<file path="src/rtl/counter_btn_sequencer.sv">
// counter_btn_sequencer
// Turns the four board push-buttons into single-cycle commands for an 8-bit
// up/down count register. Each button is synchronised and debounced. Presses
// that overlap are arbitrated R > L > U > D. Held up/down buttons auto-repeat.
//
// Ports:
//   clk       system clock (100 MHz)
//   rst       synchronous active-high reset
//   btnU      raw up button (async)         -> cmd_inc
//   btnL      raw load button (async)       -> cmd_load
//   btnR      raw clear button (async)      -> cmd_clr
//   btnD      raw down button (async)       -> cmd_dec
//   sw[7:0]   load value source, sampled on entry to FIRE
//   cmd_*     one-cycle, mutually exclusive command strobes
//   load_val  sw captured on the most recent FIRE entry
//   busy      high whenever the sequencer is not idle
//
// state    | meaning
// ---------+-----------------------------------------------------------
// IDLE     | no button accepted; waiting for any synchronised press
// DEBOUNCE | arbitrated code must stay equal to cap for DEB_CYCLES
// FIRE     | one cycle: strobe selected by cap is high
// HOLD     | up/down still held; waiting REPEAT_DELAY before auto-repeat
// REPEAT   | auto-repeating; waiting REPEAT_PERIOD between strobes
// RELEASE  | all buttons must stay low for DEB_CYCLES before IDLE

module counter_btn_sequencer #(
  parameter int unsigned DEB_CYCLES    = 1000000,
  parameter int unsigned REPEAT_DELAY  = 50000000,
  parameter int unsigned REPEAT_PERIOD = 10000000
) (
  input  logic       clk,
  input  logic       rst,
  input  logic       btnU,
  input  logic       btnL,
  input  logic       btnR,
  input  logic       btnD,
  input  logic [7:0] sw,
  output logic       cmd_clr,
  output logic       cmd_load,
  output logic       cmd_inc,
  output logic       cmd_dec,
  output logic [7:0] load_val,
  output logic       busy
);

  localparam logic [31:0] DEB_LAST = 32'(DEB_CYCLES - 1);
  localparam logic [31:0] RD_LAST  = 32'(REPEAT_DELAY - 1);
  localparam logic [31:0] RP_LAST  = 32'(REPEAT_PERIOD - 1);

  localparam logic [2:0] CODE_NONE = 3'd0;
  localparam logic [2:0] CODE_R    = 3'd1;
  localparam logic [2:0] CODE_L    = 3'd2;
  localparam logic [2:0] CODE_U    = 3'd3;
  localparam logic [2:0] CODE_D    = 3'd4;

  typedef enum logic [2:0] {
    S_IDLE     = 3'd0,
    S_DEBOUNCE = 3'd1,
    S_FIRE     = 3'd2,
    S_HOLD     = 3'd3,
    S_REPEAT   = 3'd4,
    S_RELEASE  = 3'd5
  } state_t;

  // bit order: {D, R, L, U}
  logic [3:0]  r_sync1;
  logic [3:0]  r_sync2;
  state_t      r_state;
  logic [31:0] r_cnt;
  logic [2:0]  r_cap;
  logic        r_rep;
  logic [7:0]  r_load_val;

  state_t      w_state_next;
  logic [31:0] w_cnt_next;
  logic [2:0]  w_cap_next;
  logic        w_rep_next;
  logic [2:0]  w_code;
  logic        w_any;

  assign w_any = |r_sync2;

  // Fixed-priority arbitration of the synchronised buttons.
  always_comb begin
    w_code = CODE_NONE;
    if (r_sync2[2])      w_code = CODE_R;
    else if (r_sync2[1]) w_code = CODE_L;
    else if (r_sync2[0]) w_code = CODE_U;
    else if (r_sync2[3]) w_code = CODE_D;
  end

  // State register plus the small datapath that travels with it.
  always_ff @(posedge clk) begin
    if (rst) begin
      r_sync1    <= '0;
      r_sync2    <= '0;
      r_state    <= S_IDLE;
      r_cnt      <= '0;
      r_cap      <= CODE_NONE;
      r_rep      <= 1'b0;
      r_load_val <= '0;
    end else begin
      r_sync1 <= {btnD, btnR, btnL, btnU};
      r_sync2 <= r_sync1;
      r_state <= w_state_next;
      r_cnt   <= w_cnt_next;
      r_cap   <= w_cap_next;
      r_rep   <= w_rep_next;
      // Every FIRE entry (first press or repeat) refreshes load_val.
      if (w_state_next == S_FIRE) r_load_val <= sw;
    end
  end

  // Next-state logic.
  always_comb begin
    w_state_next = r_state;
    w_cnt_next   = r_cnt;
    w_cap_next   = r_cap;
    w_rep_next   = r_rep;
    case (r_state)
      S_IDLE: begin
        if (w_code != CODE_NONE) begin
          w_cap_next   = w_code;
          w_cnt_next   = '0;
          w_rep_next   = 1'b0;
          w_state_next = S_DEBOUNCE;
        end
      end
      S_DEBOUNCE: begin
        if (w_code != r_cap) begin
          w_state_next = S_IDLE;
        end else if (r_cnt == DEB_LAST) begin
          w_state_next = S_FIRE;
        end else begin
          w_cnt_next = r_cnt + 32'd1;
        end
      end
      S_FIRE: begin
        w_cnt_next = '0;
        if (r_cap == CODE_R || r_cap == CODE_L) w_state_next = S_RELEASE;
        else if (r_rep)                         w_state_next = S_REPEAT;
        else                                    w_state_next = S_HOLD;
      end
      S_HOLD: begin
        if (w_code != r_cap) begin
          w_cnt_next   = '0;
          w_state_next = S_RELEASE;
        end else if (r_cnt == RD_LAST) begin
          w_rep_next   = 1'b1;
          w_state_next = S_FIRE;
        end else begin
          w_cnt_next = r_cnt + 32'd1;
        end
      end
      S_REPEAT: begin
        if (w_code != r_cap) begin
          w_cnt_next   = '0;
          w_state_next = S_RELEASE;
        end else if (r_cnt == RP_LAST) begin
          w_state_next = S_FIRE;
        end else begin
          w_cnt_next = r_cnt + 32'd1;
        end
      end
      S_RELEASE: begin
        // Any button still high restarts the release qualification.
        if (w_any) begin
          w_cnt_next = '0;
        end else if (r_cnt == DEB_LAST) begin
          w_cnt_next   = '0;
          w_state_next = S_IDLE;
        end else begin
          w_cnt_next = r_cnt + 32'd1;
        end
      end
      default: begin
        w_cnt_next   = '0;
        w_state_next = S_IDLE;
      end
    endcase
  end

  // Outputs are decoded from registered state only, so they are glitch-free.
  always_comb begin
    cmd_clr  = 1'b0;
    cmd_load = 1'b0;
    cmd_inc  = 1'b0;
    cmd_dec  = 1'b0;
    if (r_state == S_FIRE) begin
      cmd_clr  = (r_cap == CODE_R);
      cmd_load = (r_cap == CODE_L);
      cmd_inc  = (r_cap == CODE_U);
      cmd_dec  = (r_cap == CODE_D);
    end
    busy     = (r_state != S_IDLE);
    load_val = r_load_val;
  end

endmodule
</file>
<file path="config.mk">
export PLATFORM = sky130hd
export DESIGN_NAME = counter_btn_sequencer
export DESIGN_NICKNAME = d
export VERILOG_FILES = /design/src/rtl/counter_btn_sequencer.sv
export SDC_FILE = /design/constraint.sdc
export NUM_CORES = 1
export LEC_CHECK = 0
export ABC_CLOCK_PERIOD_IN_PS = 5400
export CAP_MARGIN = 20
export CORE_MARGIN = 3
export CORE_UTILIZATION = 56
export CTS_BUF_LIST = sky130_fd_sc_hd__clkbuf_16
export DETAILED_ROUTE_END_ITERATION = 8
export PLACE_DENSITY = 0.8
export SLEW_MARGIN = 20
export SYNTH_ARGS = -nofsm -noshare
export SYNTH_HDL_FRONTEND = slang
export SYNTH_SLANG_ARGS = --single-unit
</file>
<file path="constraint.sdc">
create_clock -name clk -period 5.4 [get_ports clk]
set_clock_uncertainty 0.15 [all_clocks]
set_input_delay 0.54 -clock clk [delete_from_list [all_inputs] [get_ports clk]]
set_output_delay 0.54 -clock clk [all_outputs]
set_load 0.05 [all_outputs]
</file>
==> flow_summary.yaml <==
yosys:
  yosysSeqAreaShare: 0.3737
  synth_area_um2: 2947
  syn_nets: 375
  synth_top_area_cell: "dfxtp_1"
  synth-edff-count: 0
  synth_ff_type: "dfxtp_1"
  synth-seq-cells: 55
  avgSynthCellArea_um2: 8.185
  synthArstFlopShare: 0
  yosysWarnings: 0
  yosysTopAreaCellShare: 0.3737
  yosys-top-cells-area: "dfxtp_1 (37%), xnor2_1 (5.6%), nor2_1 (5.1%)"
  syn_inst: 360
  ys_types: 49
sta:
  worst_slew_pin_slew_ns: 1.010
  max-slew-margin-rel: 0.3244
  finalMaxSlewViolations: 0
  hold_viol: 0
  rsz0062_at_grt: "false"
  fin_tns_setup_ns: 0
  timing.final.crit_share: 0.6294
  setup_viol: 0
  layout_min_cycle_time_ns: 3.399
  fmax_mhz: 294.2
worst_setup_path:
  critPathRequiredTime_ns: 5.39
  cp.arrival_ns: 3.39
  end_kind: "flop"
  startpoint_type: "flop"
  path_class: "reg2reg"
  crit_fanout: 30
  r2r_start: "r_cnt[11]"
  r2r-end: "r_cnt[3]"
  reg2reg_depth: 7
  reg2reg_slack_ns: 2.00
route:
  vias_per_cell: 6.027
  vias: 2646
  drtIter0Drc: 273
  wl_per_cell_um: 14.43
  postRouteAntennaNets: 0
  drc: 0
  drtPass1Iterations: 6
  wirelength_um: 6335
pwr:
  intPower_uw: 616.9
  netSwitchingFraction: 0.2512
  netSwitchingPower_uw: 206.9
  vdd_drop_max_mv: 0.1730
  seqPwrFrac: 0.513
  powerDensity_nw_per_um2: 246.4
  combPwrFrac: 0.109
  power_frac_clock: 0.378
  p_leak_uw: 0.001045
clocking:
  cts_hold_buf: 0
  cts_sinks: 55
  cts_buffer_depth: 2
  cts_root_buffer: "clkbuf_16"
  clock_latency_ns: 0.29
  postCtsSetupBuffers: 0
  clk_pin_slew_ns: 0.07
  ctsResizeCount: 0
  cts_made_buffers: 5
  cts_tree: "built"
  htreeDepth: 2
finish:
  antenna-diode-count: 0
  num-fill-cells: 411
  regArea_um2: 1101
  multi_input_area_um2: 1723
  area_growth_pct: 13.46
  layout.cells.non_filler: 439
  drive_gt1_frac: 0.03763
  fin_nets: 386
hold_path:
  whs_path_depth: 1
  holdCritStartpoint: "r_sync1[2]"
  hold_path_end: "r_sync2[2]"
  hold_class: "reg2reg"
grt:
  grt_usage: 0.2177
  grt_max_degree: 35
  grt-ovfl-total: 0
  grt_pass1_vias: 2431
  grt_pass1_wl_um: 10990
  antenna_found_initial: 0
floorplanning:
  initial_utilization: 0.6000
  die_y_um: 78.54
  num_rows: 25
  io_pins: 27
  die_area_um2: 6168
  die_w_um: 78.54
  core_um2: 4911
place:
  placed_cells: 431
  place.gp.congestion: 0.8988
  io_buffers: 26
  hpwl_um: 4405
run_status:
  status: "finished clean"
job:
  cap_violations: 0
==> critical path: stages (launching register included) <==
cell	delay [ns]
dfxtp_1	0.37
or4_1	0.59
nor4b_2	0.42
nand3_1	0.25
a32o_1	0.33
nor2_1	0.23
a21o_1	0.79
nor2_1	0.13
==> per-stage QoR <==
| step | cell area [µm²] | total power [µW] | hold slack, ns | util | setup slack (ns) |
|---|---|---|---|---|---|
| floorplan | 2947 | 495.0 | 0.2638 | - | 2.538 |
| global placement | 3202 | 517.5 | 0.2659 | 0.6520 | 2.132 |
| detailed placement | 3202 | 519.5 | 0.2829 | 0.6520 | 2.004 |
| CTS | 3343 | 829.7 | 0.3048 | 0.6808 | 1.975 |
| global route | 3343 | 855.9 | 0.3206 | 0.6808 | 1.691 |
| finish | 3343 | 823.9 | 0.2983 | 0.6808 | 2.001 |
==> state kept, by name, indices dropped and copies added, names as in the netlist <==
signal,count
r_cap,3
r_sync2,4
load_val,8
r_state,3
r_sync1,4
r_rep,1
r_cnt,32
==> routing by layer <==
metal | global-route usage | routed length (µm) | up-vias
li1 | - | - | 1320
met1 | 0.2882 | 2902 | 1215
met2 | 0.3548 | 2938 | 103
met3 | 0.04472 | 417 | 8
met4 | 0.06818 | 77 | 0
met5 | 0 | 0 | -
==> power groups by stage <==
stage          Clock [µW]  Combinational [µW]  Sequential [µW]
5_1_grt               334                98.4              424
6_report              312                89.8              422
2_1_floorplan           0                70.2              425
3_5_place_dp            0                87.9              432
3_3_place_gp            0                86.6              431
4_1_cts               318                89.3              422
==> final cells by class <==
| class | count | share of cell area |
|---|---|---|
| Inverter | 7 | 0.007859 |
| Clock buffer | 5 | 0.03743 |
| Multi-Input combinational cell | 275 | 0.5153 |
| Tap cell | 67 | 0.02507 |
| Sequential cell | 55 | 0.3293 |
| Clock inverter | 3 | 0.004865 |
| Timing Repair Buffer | 27 | 0.08009 |
==> cell usage after synthesis, types with 3 or more instances <==
library cell and number:
xnor2_1 19, nor2b_1 11, o21ai_0 13, dfxtp_1 55, nor2_1 40, o31ai_1 10
clkbuf_1 20, nand2b_1 20, nand4_1 8, a21o_1 4, or3_1 6, nor3_1 18
mux2i_1 8, a21oi_1 17, nand2_1 19, and3_1 4, nor4_1 13, nand3b_1 3
a31oi_1 3, or4_1 8, nor4b_1 3, nand3_1 14, nor3b_1 5, inv_1 7
==> cells by family (layout without fill, tap and decap cells) <==
logic type / after synthesis / after routing / share of synthesized area
flops: 55 / 55 / 0.3737
fa+ha+maj: 1 / 1 / 0.004246
buf+inv: 30 / 42 / 0.04161
xor+xnor: 21 / 21 / 0.06242
simple gates: 182 / 182 / 0.3427
compound gates: 62 / 62 / 0.1444
mux: 9 / 9 / 0.03100
==> layout by cell type, fill, tap and decap left out, drive strengths merged, types with 6 or more instances in the layout <==
cell type / count
a21oi: 18
o31ai: 10
nor2b: 11
mux2i: 8
nor3: 18
nand4: 8
or4: 8
inv: 8
xnor2: 19
nand3: 14
clkdlybuf4s50: 26
or3: 6
nor4: 13
nor2: 40
nand2b: 20
o21ai: 13
nand2: 19
dfxtp: 55
==> how the worst max path moves through the flow <==
stage / from / endpoint / slack (ns) / cells past startpoint
floorplan: r_cap[1] / r_cnt[25] / 2.54 / 9
global placement: r_cnt[11] / r_cnt[12] / 2.13 / 7
detailed placement: r_cnt[11] / r_cnt[3] / 2.00 / 7
CTS: r_cnt[11] / r_cnt[3] / 1.97 / 7
global route: r_cnt[11] / r_cnt[30] / 1.69 / 7
finish: r_cnt[11] / r_cnt[3] / 2.00 / 7
Power figures use the tool's default switching activity.
